`config.mk`:
```
export PLATFORM = sky130hd
export DESIGN_NAME = uart_rx_core
export DESIGN_NICKNAME = d
export VERILOG_FILES = /design/src/rtl/uart_pkg.sv /design/src/rtl/uart_rx_sampler.sv /design/src/rtl/uart_rx_core.sv
export SDC_FILE = /design/constraint.sdc
export NUM_CORES = 1
export LEC_CHECK = 0
export ABC_AREA = 1
export BUFFER_PORTS_ARGS = -buffer_cell sky130_fd_sc_hd__buf_4
export CORE_MARGIN = 2
export CORE_UTILIZATION = 55
export CTS_BUF_LIST = sky130_fd_sc_hd__clkbuf_8 sky130_fd_sc_hd__clkbuf_16
export DETAILED_ROUTE_END_ITERATION = 12
export GPL_ROUTABILITY_DRIVEN = 0
export MAX_ROUTING_LAYER = met4
export PLACE_DENSITY = 0.75
export SLEW_MARGIN = 25
export SYNTH_ARGS = -nofsm -noshare
export SYNTH_HDL_FRONTEND = slang
export SYNTH_SLANG_ARGS = --single-unit
```
`constraint.sdc`:
```
create_clock -name clk -period 3.1 [get_ports clk]
set_input_delay 0.155 -clock clk [delete_from_list [all_inputs] [get_ports clk]]
set_output_delay 0.155 -clock clk [all_outputs]
set_load 0.02 [all_outputs]
```
`src/rtl/uart_pkg.sv`:
```
// ============================================================================
// uart_pkg - shared parity encodings, rx FSM states and majority vote. Rev 1.0
// ============================================================================
`default_nettype none

package uart_pkg;

  localparam logic [1:0] PAR_NONE = 2'd0;
  localparam logic [1:0] PAR_EVEN = 2'd1;
  localparam logic [1:0] PAR_ODD  = 2'd2;

  localparam logic [2:0] ST_IDLE      = 3'd0;
  localparam logic [2:0] ST_START     = 3'd1;
  localparam logic [2:0] ST_DATA      = 3'd2;
  localparam logic [2:0] ST_PARITY    = 3'd3;
  localparam logic [2:0] ST_STOP      = 3'd4;
  localparam logic [2:0] ST_WAIT_HIGH = 3'd5;

  function automatic logic maj3(input logic a, input logic b, input logic c);
    return (a & b) | (a & c) | (b & c);
  endfunction

endpackage

`default_nettype wire

```
`src/rtl/uart_rx_sampler.sv`:
```
// ============================================================================
// uart_rx_sampler - rx synchroniser, oversample tick counter, 2-of-3 vote. Rev 1.0
// ============================================================================
`default_nettype none

module uart_rx_sampler #(
  parameter int OVERSAMPLE = 16
) (
  input  logic clk,
  input  logic rst,
  input  logic baud_tick_i,
  input  logic rx_i,
  input  logic run_i,
  output logic rx_s_o,
  output logic bit_o,
  output logic bit_done_o,
  output logic bit_end_o
);
  import uart_pkg::*;

  localparam int TW = $clog2(OVERSAMPLE);
  localparam logic [TW-1:0] C_SA  = TW'(OVERSAMPLE / 2 - 1);
  localparam logic [TW-1:0] C_SB  = TW'(OVERSAMPLE / 2);
  localparam logic [TW-1:0] C_SC  = TW'(OVERSAMPLE / 2 + 1);
  localparam logic [TW-1:0] C_END = TW'(OVERSAMPLE - 1);

  logic          sync1_q, sync2_q;
  logic          samp_a_q, samp_b_q;
  logic [TW-1:0] tcnt_q;
  logic          w_adv;

  assign w_adv = baud_tick_i & run_i;

  // Counter is held at 0 while idle so the first tick after start detection is tcnt=0.
  always_ff @(posedge clk) begin
    if (rst) begin
      sync1_q  <= 1'b1;
      sync2_q  <= 1'b1;
      samp_a_q <= 1'b1;
      samp_b_q <= 1'b1;
      tcnt_q   <= '0;
    end else begin
      sync1_q <= rx_i;
      sync2_q <= sync1_q;
      if (!run_i)           tcnt_q <= '0;
      else if (baud_tick_i) tcnt_q <= tcnt_q + 1'b1;
      if (w_adv && tcnt_q == C_SA) samp_a_q <= sync2_q;
      if (w_adv && tcnt_q == C_SB) samp_b_q <= sync2_q;
    end
  end

  assign rx_s_o     = sync2_q;
  assign bit_o      = maj3(samp_a_q, samp_b_q, sync2_q);
  assign bit_done_o = w_adv && (tcnt_q == C_SC);
  assign bit_end_o  = w_adv && (tcnt_q == C_END);

endmodule

`default_nettype wire

```
`src/rtl/uart_rx_core.sv`:
```
// ============================================================================
// uart_rx_core - UART receiver FSM with one-entry valid/ready holding register. Rev 1.0
// ============================================================================
`default_nettype none

module uart_rx_core #(
  parameter int DATA_BITS  = 8,
  parameter int OVERSAMPLE = 16,
  parameter int STOP_BITS  = 1
) (
  input  logic                 clk,
  input  logic                 rst,
  input  logic                 rx_en,
  input  logic                 baud_tick,
  input  logic                 rx,
  input  logic [1:0]           parity_mode,
  output logic [DATA_BITS-1:0] rx_data,
  output logic                 rx_valid,
  input  logic                 rx_ready,
  output logic                 rx_frame_err,
  output logic                 rx_parity_err,
  output logic                 break_det,
  output logic                 overrun,
  input  logic                 clr_overrun,
  output logic                 busy
);
  import uart_pkg::*;

  localparam int BW = $clog2(DATA_BITS + 1);

  logic [2:0]           state_q, state_d;
  logic [BW-1:0]        bcnt_q, bcnt_d;
  logic                 scnt_q, scnt_d;
  logic [DATA_BITS-1:0] shift_q, shift_d;
  logic [1:0]           par_q, par_d;
  logic                 pbit_q, pbit_d;
  logic                 ferr_q, ferr_d;
  logic                 perr_q, perr_d;
  logic                 done_q, done_d;
  logic                 brk_q, brk_d;

  logic [DATA_BITS-1:0] data_q;
  logic                 valid_q, hferr_q, hperr_q, ovr_q;

  logic w_rx_s, w_bit, w_bit_done, w_bit_end;
  logic w_busy, w_par_en, w_zero, w_load;

  assign w_busy = (state_q == ST_START) || (state_q == ST_DATA) ||
                  (state_q == ST_PARITY) || (state_q == ST_STOP);

  uart_rx_sampler #(.OVERSAMPLE(OVERSAMPLE)) u_sampler (
    .clk        (clk),
    .rst        (rst),
    .baud_tick_i(baud_tick),
    .rx_i       (rx),
    .run_i      (w_busy),
    .rx_s_o     (w_rx_s),
    .bit_o      (w_bit),
    .bit_done_o (w_bit_done),
    .bit_end_o  (w_bit_end)
  );

  assign w_par_en = (par_q == PAR_EVEN) || (par_q == PAR_ODD);
  assign w_zero   = (shift_q == '0) && !(w_par_en && pbit_q);

  always_comb begin
    state_d = state_q;
    bcnt_d  = bcnt_q;
    scnt_d  = scnt_q;
    shift_d = shift_q;
    par_d   = par_q;
    pbit_d  = pbit_q;
    ferr_d  = ferr_q;
    perr_d  = perr_q;
    done_d  = 1'b0;
    brk_d   = 1'b0;
    if (!rx_en) begin
      state_d = ST_IDLE;
    end else begin
      case (state_q)
        ST_IDLE: if (baud_tick && !w_rx_s) begin
          state_d = ST_START;
          bcnt_d  = '0;
          scnt_d  = 1'b0;
          pbit_d  = 1'b0;
          ferr_d  = 1'b0;
          perr_d  = 1'b0;
        end
        ST_START: begin
          if (w_bit_done) begin
            if (w_bit) state_d = ST_IDLE;
            else       par_d   = parity_mode;
          end else if (w_bit_end) begin
            state_d = ST_DATA;
          end
        end
        ST_DATA: begin
          if (w_bit_done) begin
            shift_d = {w_bit, shift_q[DATA_BITS-1:1]};
            bcnt_d  = bcnt_q + 1'b1;
          end else if (w_bit_end && bcnt_q == BW'(DATA_BITS)) begin
            state_d = w_par_en ? ST_PARITY : ST_STOP;
          end
        end
        ST_PARITY: begin
          if (w_bit_done) begin
            pbit_d = w_bit;
            perr_d = (^shift_q) ^ w_bit ^ (par_q == PAR_ODD);
          end else if (w_bit_end) begin
            state_d = ST_STOP;
          end
        end
        // The last stop bit ends at its mid-point to absorb baud skew.
        ST_STOP: if (w_bit_done) begin
          ferr_d = ferr_q | ~w_bit;
          if (scnt_q == 1'(STOP_BITS - 1)) begin
            done_d = 1'b1;
            if (ferr_d && w_zero) begin
              brk_d   = 1'b1;
              state_d = ST_WAIT_HIGH;
            end else begin
              state_d = ST_IDLE;
            end
          end else begin
            scnt_d = 1'b1;
          end
        end
        ST_WAIT_HIGH: if (baud_tick && w_rx_s) state_d = ST_IDLE;
        default: state_d = ST_IDLE;
      endcase
    end
  end

  always_ff @(posedge clk) begin
    if (rst) begin
      state_q <= ST_IDLE;
      bcnt_q  <= '0;
      scnt_q  <= 1'b0;
      shift_q <= '0;
      par_q   <= PAR_NONE;
      pbit_q  <= 1'b0;
      ferr_q  <= 1'b0;
      perr_q  <= 1'b0;
      done_q  <= 1'b0;
      brk_q   <= 1'b0;
    end else begin
      state_q <= state_d;
      bcnt_q  <= bcnt_d;
      scnt_q  <= scnt_d;
      shift_q <= shift_d;
      par_q   <= par_d;
      pbit_q  <= pbit_d;
      ferr_q  <= ferr_d;
      perr_q  <= perr_d;
      done_q  <= done_d;
      brk_q   <= brk_d;
    end
  end

  // A consumer pop in the delivery cycle frees the slot for the new frame.
  assign w_load = done_q && (!valid_q || rx_ready);

  always_ff @(posedge clk) begin
    if (rst) begin
      data_q  <= '0;
      valid_q <= 1'b0;
      hferr_q <= 1'b0;
      hperr_q <= 1'b0;
      ovr_q   <= 1'b0;
    end else begin
      if (w_load) begin
        data_q  <= shift_q;
        hferr_q <= ferr_q;
        hperr_q <= perr_q;
        valid_q <= 1'b1;
      end else if (valid_q && rx_ready) begin
        valid_q <= 1'b0;
      end
      if (done_q && !w_load) ovr_q <= 1'b1;
      else if (clr_overrun)  ovr_q <= 1'b0;
    end
  end

  assign rx_data       = data_q;
  assign rx_valid      = valid_q;
  assign rx_frame_err  = hferr_q;
  assign rx_parity_err = hperr_q;
  assign break_det     = brk_q;
  assign overrun       = ovr_q;
  assign busy          = w_busy;

endmodule

`default_nettype wire

```
==> results of run 1 <==
[sequential cells by signal, summed over array words and instances (netlist names), 2 cells and up]
register / flops
par_q: 2
bcnt_q: 4
u_sampler.tcnt_q: 4
state_q: 3
rx_data: 8
shift_q: 8
[cells in the final DEF (no fill, tap or decap), types with 2 or more instances in the layout]
cell type / Yosys / final
xor2_1: 4 / 4
nand2_2: 4 / 4
or2_2: 3 / 3
nand3_1: 11 / 11
nor2_2: 5 / 5
o21ai_1: 6 / 6
buf_4: 1 / 22
xnor2_1: 3 / 3
clkbuf_8: 0 / 5
nor3_1: 4 / 4
dfxtp_1: 42 / 42
nor2_1: 31 / 31
nand2_1: 42 / 42
inv_1: 37 / 38
inv_2: 5 / 5
ha_1: 10 / 10
nor2_4: 2 / 2
a21oi_1: 32 / 32
o21ai_0: 21 / 21
nand4_1: 6 / 6
[power by group through the flow]
stage                     Clock (mW)  Sequential (mW)  Combinational [mW]
after global routing           0.375            0.571               0.225
after CTS                      0.347            0.569               0.193
after detailed placement           0            0.582               0.192
final                          0.339            0.569               0.194
after floorplan                    0            0.578               0.149
after global placement             0            0.581               0.191
[final timing paths]
| check | startpoint | end | slack [ns] | cells past startpoint |
|---|---|---|---|---|
| min | rx | u_sampler.sync1_q | 0.05 | 2 |
| min reg2reg | u_sampler.sync1_q | u_sampler.rx_s_o | 0.44 | 1 |
| max | u_sampler.tcnt_q[0] | state_q[2] | 1.41 | 11 |
| max reg2reg | u_sampler.tcnt_q[0] | state_q[2] | 1.41 | 11 |
[final cells by class]
cell class	instances	share of cell area
Inverter	42	0.0669
Clock buffer	5	0.0292
Clock inverter	3	0.00744
Sequential cell	42	0.357
Multi-Input combinational cell	192	0.444
Tap cell	48	0.0255
Timing Repair Buffer	22	0.0701
[layer usage]
layer | routed length, um | global-route usage | vias up
met3 | 216 | 0.0634 | 2
li1 | - | - | 960
met2 | 1860 | 0.356 | 42
met4 | 17 | 0.0391 | 0
met5 | 0 | - | -
met1 | 1880 | 0.281 | 798
[stage by stage]
stage	power, mW	hold WS (ns)	cell area, sq um
CTS	1.11	0.0477	2350
detailed placement	0.774	0.357	2270
finish	1.10	0.0489	2350
global placement	0.772	0.339	2270
floorplan	0.727	0.259	2070
global route	1.17	0.0483	2350
[cells in the mapped netlist, types with 5 or more instances]
library cell	count
clkbuf_1	5
inv_1	37
o21ai_0	21
nor2_2	5
dfxtp_1	42
nor2_1	31
o21ai_1	6
a21oi_1	32
nand3_1	11
ha_1	10
nand4_1	6
nand2_1	42
inv_2	5
[logic make-up (layout without fill, tap and decap cells)]
| logic type | after synthesis | count (layout) | synth area share |
|---|---|---|---|
| and+or+nand+nor | 114 | 114 | 0.264 |
| DFF | 42 | 42 | 0.406 |
| AOI/OAI and AO/OA | 61 | 61 | 0.151 |
| buffers and inverters | 48 | 72 | 0.0889 |
| adders and majority gates | 10 | 10 | 0.0605 |
| xor gates and xnor gates | 7 | 7 | 0.0296 |
==> summary.md, run 1 <==
| Metric | Value |
|---|---|
| Largest net degree at the start of global routing | `25` |
| Cell variety after synth | `28` |
| Top cell type's share of synthesized area | `0.406` |
| Worst skew pair latency | `approximately 0.29 ns` |
| Clk Tree Root Cell | `clkbuf_8` |
| FF+latch count, synth | `42` |
| Worst Path Max Fanout | `4` |
| Crit path cell chain | `ha_1 -> nand2_1 -> nor2_1 -> nand3_1 -> nand2_1 -> nand2_1 -> inv_2 -> nand2_2 -> nor2_4 -> nor2_1 -> nor2_1` |
| Element type at the critical path end | `flip-flop` |
| Clock buffer depth | `2` |
| Crit share post-route | `0.547` |
| Cell taking the most area after synthesis | `dfxtp_1` |
| Status | `completed` |
| Max_cap viols | `0` |
| CTS tree | `yes` |
| P_int | `approximately 0.78 mW` |
| HPWL Detailed | `approximately 3000 um` |
| Number of synthesized flops with an enable pin | `0` |
| Total Wirelength | `3970 um` |
| Fin util | `0.648` |
| TNS Setup | `0 ns` |
| Register area | `about 840 sq um` |
| Total CTS buffers | `5` |
| WP data arrival | `1.92 ns` |
| DP Cell Count | `346` |
| Vias/cell | `~5` |
| Relative slew slack | `0.573` |
| Cell Rows | `22` |
| Cell family with most CP delay | `simple AND/OR/NAND/NOR gates` |
| HP Class | `input pin to flip-flop` |
| Asr flop ratio synth | `0` |
| Sw Pwr | `approximately 0.33 mW` |
| Post-Place Worst Slack | `1.44 ns` |
| Postcts setup bufs | `0` |
| CP required | `~3.3 ns` |
| Post-Syn Area | `between 2000 and 2500 sq um` |
| CTS H-tree lvls | `2` |
| Initial antenna violation count | `0` |
| Total number of vias | `roughly 1800` |
| Mapped Nets | `301` |
| Buffers on Ports | `22` |
| 1st-iter DRT viols | `124` |
| Die Ht | `around 65 um` |
| Final Skew | `0.0106 ns` |
| Clock Power Share | `0.308` |
| Ys flop type | `dfxtp_1` |
| Core Box Area | `3630 sq um` |
| Power per cell area | `468 nW/um^2` |
| Worst path max stage delay | `approximately 0.40 ns` |
| Share of cells above drive strength 1 | `0.170` |
| 1st-pass router iterations | `4` |
| Syn Area/Cell | `between 7 and 8 sq um` |
| Cells after Synth | `between 200 and 300` |
| Final ANT Viol Nets | `0` |
| CTS resizes | `0` |
| Yosys Warn Count | `0` |
| Worst-path clk slew | `about 0.08 ns` |
| Worst path slowest cell | `dfxtp_1` |
| Worst vdd ir | `0.387 mV` |
| Slew Viols, Final | `0` |
| Worst setup margin | `1.41 ns` |
| # DRC | `0` |
| Final hold violation count | `0` |
| CTS Hold Buffers Added | `0` |
| Global-route wire length before repair | `7200 um` |
| Final nets | `324` |
| Initial core utilization | `0.570` |
| Buf/Inv on CP | `1` |
| Total GRT Usage | `0.221` |
| Fill cells | `about 340` |
| CP Class | `flip-flop to flip-flop` |
| Layout area overhead | `13.8%` |
| Final std cells w/o fill | `roughly 350` |
| Number of global-route vias before repair | `between 1500 and 2000` |
| Fmax | `0.590 GHz` |
| Die Area | `between 4000 and 5000 sq um` |
| Slew @ Worst Pin | `~0.64 ns` |
| Leakage | `a little over 1 nW` |
| Sequential share of the synthesized area | `0.406` |
| Share of total power in sequential cells | `0.516` |
| Routed len/inst | `between 10 and 15 um` |
| Die W | `65.3 um` |
| Final setup violation count | `0` |
| Power share of the combinational group | `0.176` |
| IO Count | `23` |
| Critical path startpoint category | `flip-flop` |
| Area taken by multi-input logic gates | `1040 sq um` |
| GR Overflow Total | `0` |
| Diodes inserted | `0` |
| Sw frac | `0.296` |
| Top post-synthesis cells by area | `dfxtp_1, a21oi_1, nand2_1` |
| RSZ-0062 raised after global routing | `no` |
| CTS Sinks | `42` |
| Min Tclk post-route | `roughly 1.7 ns` |
Note: power is estimated with default switching activity, not from simulation.
==> run 2, diff against run 1 <==
==> constraint.sdc (replaced) <==
create_clock -name clk -period 1.6 [get_ports clk]
set_input_delay 0.08 -clock clk [delete_from_list [all_inputs] [get_ports clk]]
set_output_delay 0.08 -clock clk [all_outputs]
set_load 0.02 [all_outputs]
==> run 2 against run 1 <==
Fmax increased by 11%. Global-route usage grew 0.51 points. Combinational power increased by 140%. First-iteration DRC count is 17% lower. Clock-buffer cell count up 1. Final cell count up 4.2%. Sequential share of layout area shrank 2.5 points. Die area unchanged. Power increased by 120%. Largest cell class unchanged. Largest power group unchanged.
==> summary.md, run 2 (same netlist as run 1, synthesis figures left out) <==
| Metric | Value |
|---|---|
| Status | `completed` |
| Share of cells above drive strength 1 | `0.265` |
| GR Overflow Total | `0` |
| Worst r2r src | `state_q[1]` |
| Final nets | `340` |
| Die Ht | `65.3 um` |
| Most common cell after layout, fill and taps aside | `nand2_1` |
| Sw frac | `0.270` |
| Routed len/inst | `11.8 um` |
| Leakage | `approximately 1.1 nW` |
| Power share of the combinational group | `0.190` |
| Core Box Area | `3630 sq um` |
| RSZ-0062 raised after global routing | `yes` |
| Max_cap viols | `0` |
| Crit share post-route | `0.953` |
| Worst vdd ir | `about 0.6 mV` |
| Pwr Total | `2.41 mW` |
| Global-route wire length before repair | `between 7000 and 8000 um` |
| Diodes inserted | `0` |
| Total number of vias | `around 1800` |
| Initial core utilization | `0.570` |
| Clk Tree Root Cell | `clkbuf_8` |
| 1st-pass router iterations | `4` |
| Clock Power Share | `0.352` |
| Total GRT Usage | `0.226` |
| Worst path max stage delay | `between 0.3 and 0.4 ns` |
| Total Wirelength | `4360 um` |
| Worst path slowest cell | `dfxtp_4` |
| Cell Rows | `22` |
| Final hold violation count | `0` |
| Worst hold path depth | `2` |
| Final ANT Viol Nets | `0` |
| WP data arrival | `about 1.7 ns` |
| Worst skew pair latency | `0.29 ns` |
| Vias/cell | `~5` |
| DP Cell Count | `357` |
| Power per cell area | `approximately 940 nW/um^2` |
| Critical path startpoint category | `flip-flop` |
| Fmax | `~0.66 GHz` |
| Layout area overhead | `24.1%` |
| Die W | `approximately 65 um` |
| Worst setup margin | `between 0.07 and 0.08 ns` |
| Largest net degree at the start of global routing | `20` |
| Worst Path Max Fanout | `6` |
| Share of total power in sequential cells | `0.459` |
| Final std cells w/o fill | `~370` |
| Most frequent cells in the layout | `nand2_1, dfxtp_1, buf_4` |
| CTS Sinks | `42` |
| Reg2Reg Depth | `9` |
| CP Class | `flip-flop to flip-flop` |
| CP required | `~1.8 ns` |
| Total CTS buffers | `5` |
| Cell Area, Placed | `2350 sq um` |
| 1st-iter DRT viols | `a little over 100` |
| Relative slew slack | `0.794` |
| Crit path cell chain | `buf_4 -> nor3_2 -> nand2_1 -> nor2_4 -> nor2_2 -> nand2_2 -> nor2_4 -> nor2_1 -> nor2_1` |
| Reg2reg end | `state_q[0]` |
| Buffers on Ports | `22` |
| Min Tclk post-route | `approximately 1.5 ns` |
| Slew Viols, Final | `0` |
| Die Area | `4270 sq um` |
| Sw Pwr | `around 0.65 mW` |
| Element type at the critical path end | `flip-flop` |
| P_int | `roughly 1.8 mW` |
| CTS H-tree lvls | `2` |
| Final Skew | `between 0.008 and 0.009 ns` |
| Number of global-route vias before repair | `1682` |
| Fin util | `0.707` |
| Clock buffer depth | `2` |
| HPWL Detailed | `between 3000 and 4000 um` |
| Slew @ Worst Pin | `a little over 0.3 ns` |
| # DRC | `0` |
| R2R setup slack | `~0.076 ns` |
| Initial antenna violation count | `0` |
| IO Count | `23` |
| Worst-path clk slew | `0.08 ns` |
| Hold Path End | `pbit_q` |
| Post-Place Worst Slack | `-0.0434 ns` |
| CTS tree | `yes` |
| HP Class | `input pin to flip-flop` |
| Worst Hold Launch | `rst` |
| Final setup violation count | `0` |
| Final Cell Area | `between 2000 and 3000 sq um` |
==> run 2: critical path: cells and delay by family (launching register included) <==
family	cells	cell delay (ns)
flops	1	0.38
buf+inv	1	0.14
simple gates	8	0.91
==> run 2: routing by layer <==
layer  vias to the layer above  part of all wire  track usage  wire [um]
met3                         8             0.036       0.0548        155
li1                        984                 -            -          -
met5                         -                 0            -          0
met1                       817              0.46        0.277       2010
met4                         0             0.016       0.0729         70
met2                        31              0.49        0.367       2120
==> run 2: timing repair <==
action,CTS,global route
hold buffers,1,0
pin swaps,0,8
endpoints found under the setup margin,6,19
setup buffers,0,4
resized for setup,2,23
endpoints found under the hold margin,1,0
==> run 2: area by class of cell <==
cell class              count  area (sq um)
well taps                  48          60.1
clock inverters             1          30.0
clock buffers               6          82.6
flip-flops and latches     42           852
inverters                  42           158
repair buffers             38           292
fillers                   323          1070
multi-input cells         192          1090
==> run 2: worst max path at each step <==
stage / from / endpoint / slack [ns] / depth (start not counted)
3_3_place_gp: state_q[0] / shift_q[2] / 0.006 / 7
3_5_place_dp: state_q[1] / shift_q[4] / -0.04 / 8
2_1_floorplan: state_q[1] / shift_q[6] / 0.13 / 9
5_1_grt: state_q[0] / state_q[0] / -0.02 / 10
4_1_cts: u_sampler.tcnt_q[0] / state_q[0] / 0.01 / 10
6_report: state_q[1] / state_q[0] / 0.08 / 9
==> run 2: through the flow <==
step	hold WS (ns)	TNS [ns]
2_1_floorplan	0.184	0
3_3_place_gp	0.264	0
3_5_place_dp	0.268	-0.0904
4_1_cts	0.0194	0
5_1_grt	0.0283	-0.0365
6_report	0.0199	0
==> run 2: power groups by stage <==
stage | registers (mW) | clock network [mW] | logic [mW]
3_3_place_gp | 1.12 | 0 | 0.397
6_report | 1.11 | 0.847 | 0.458
4_1_cts | 1.10 | 0.858 | 0.407
5_1_grt | 1.11 | 0.904 | 0.510
2_1_floorplan | 1.12 | 0 | 0.288
3_5_place_dp | 1.13 | 0 | 0.402
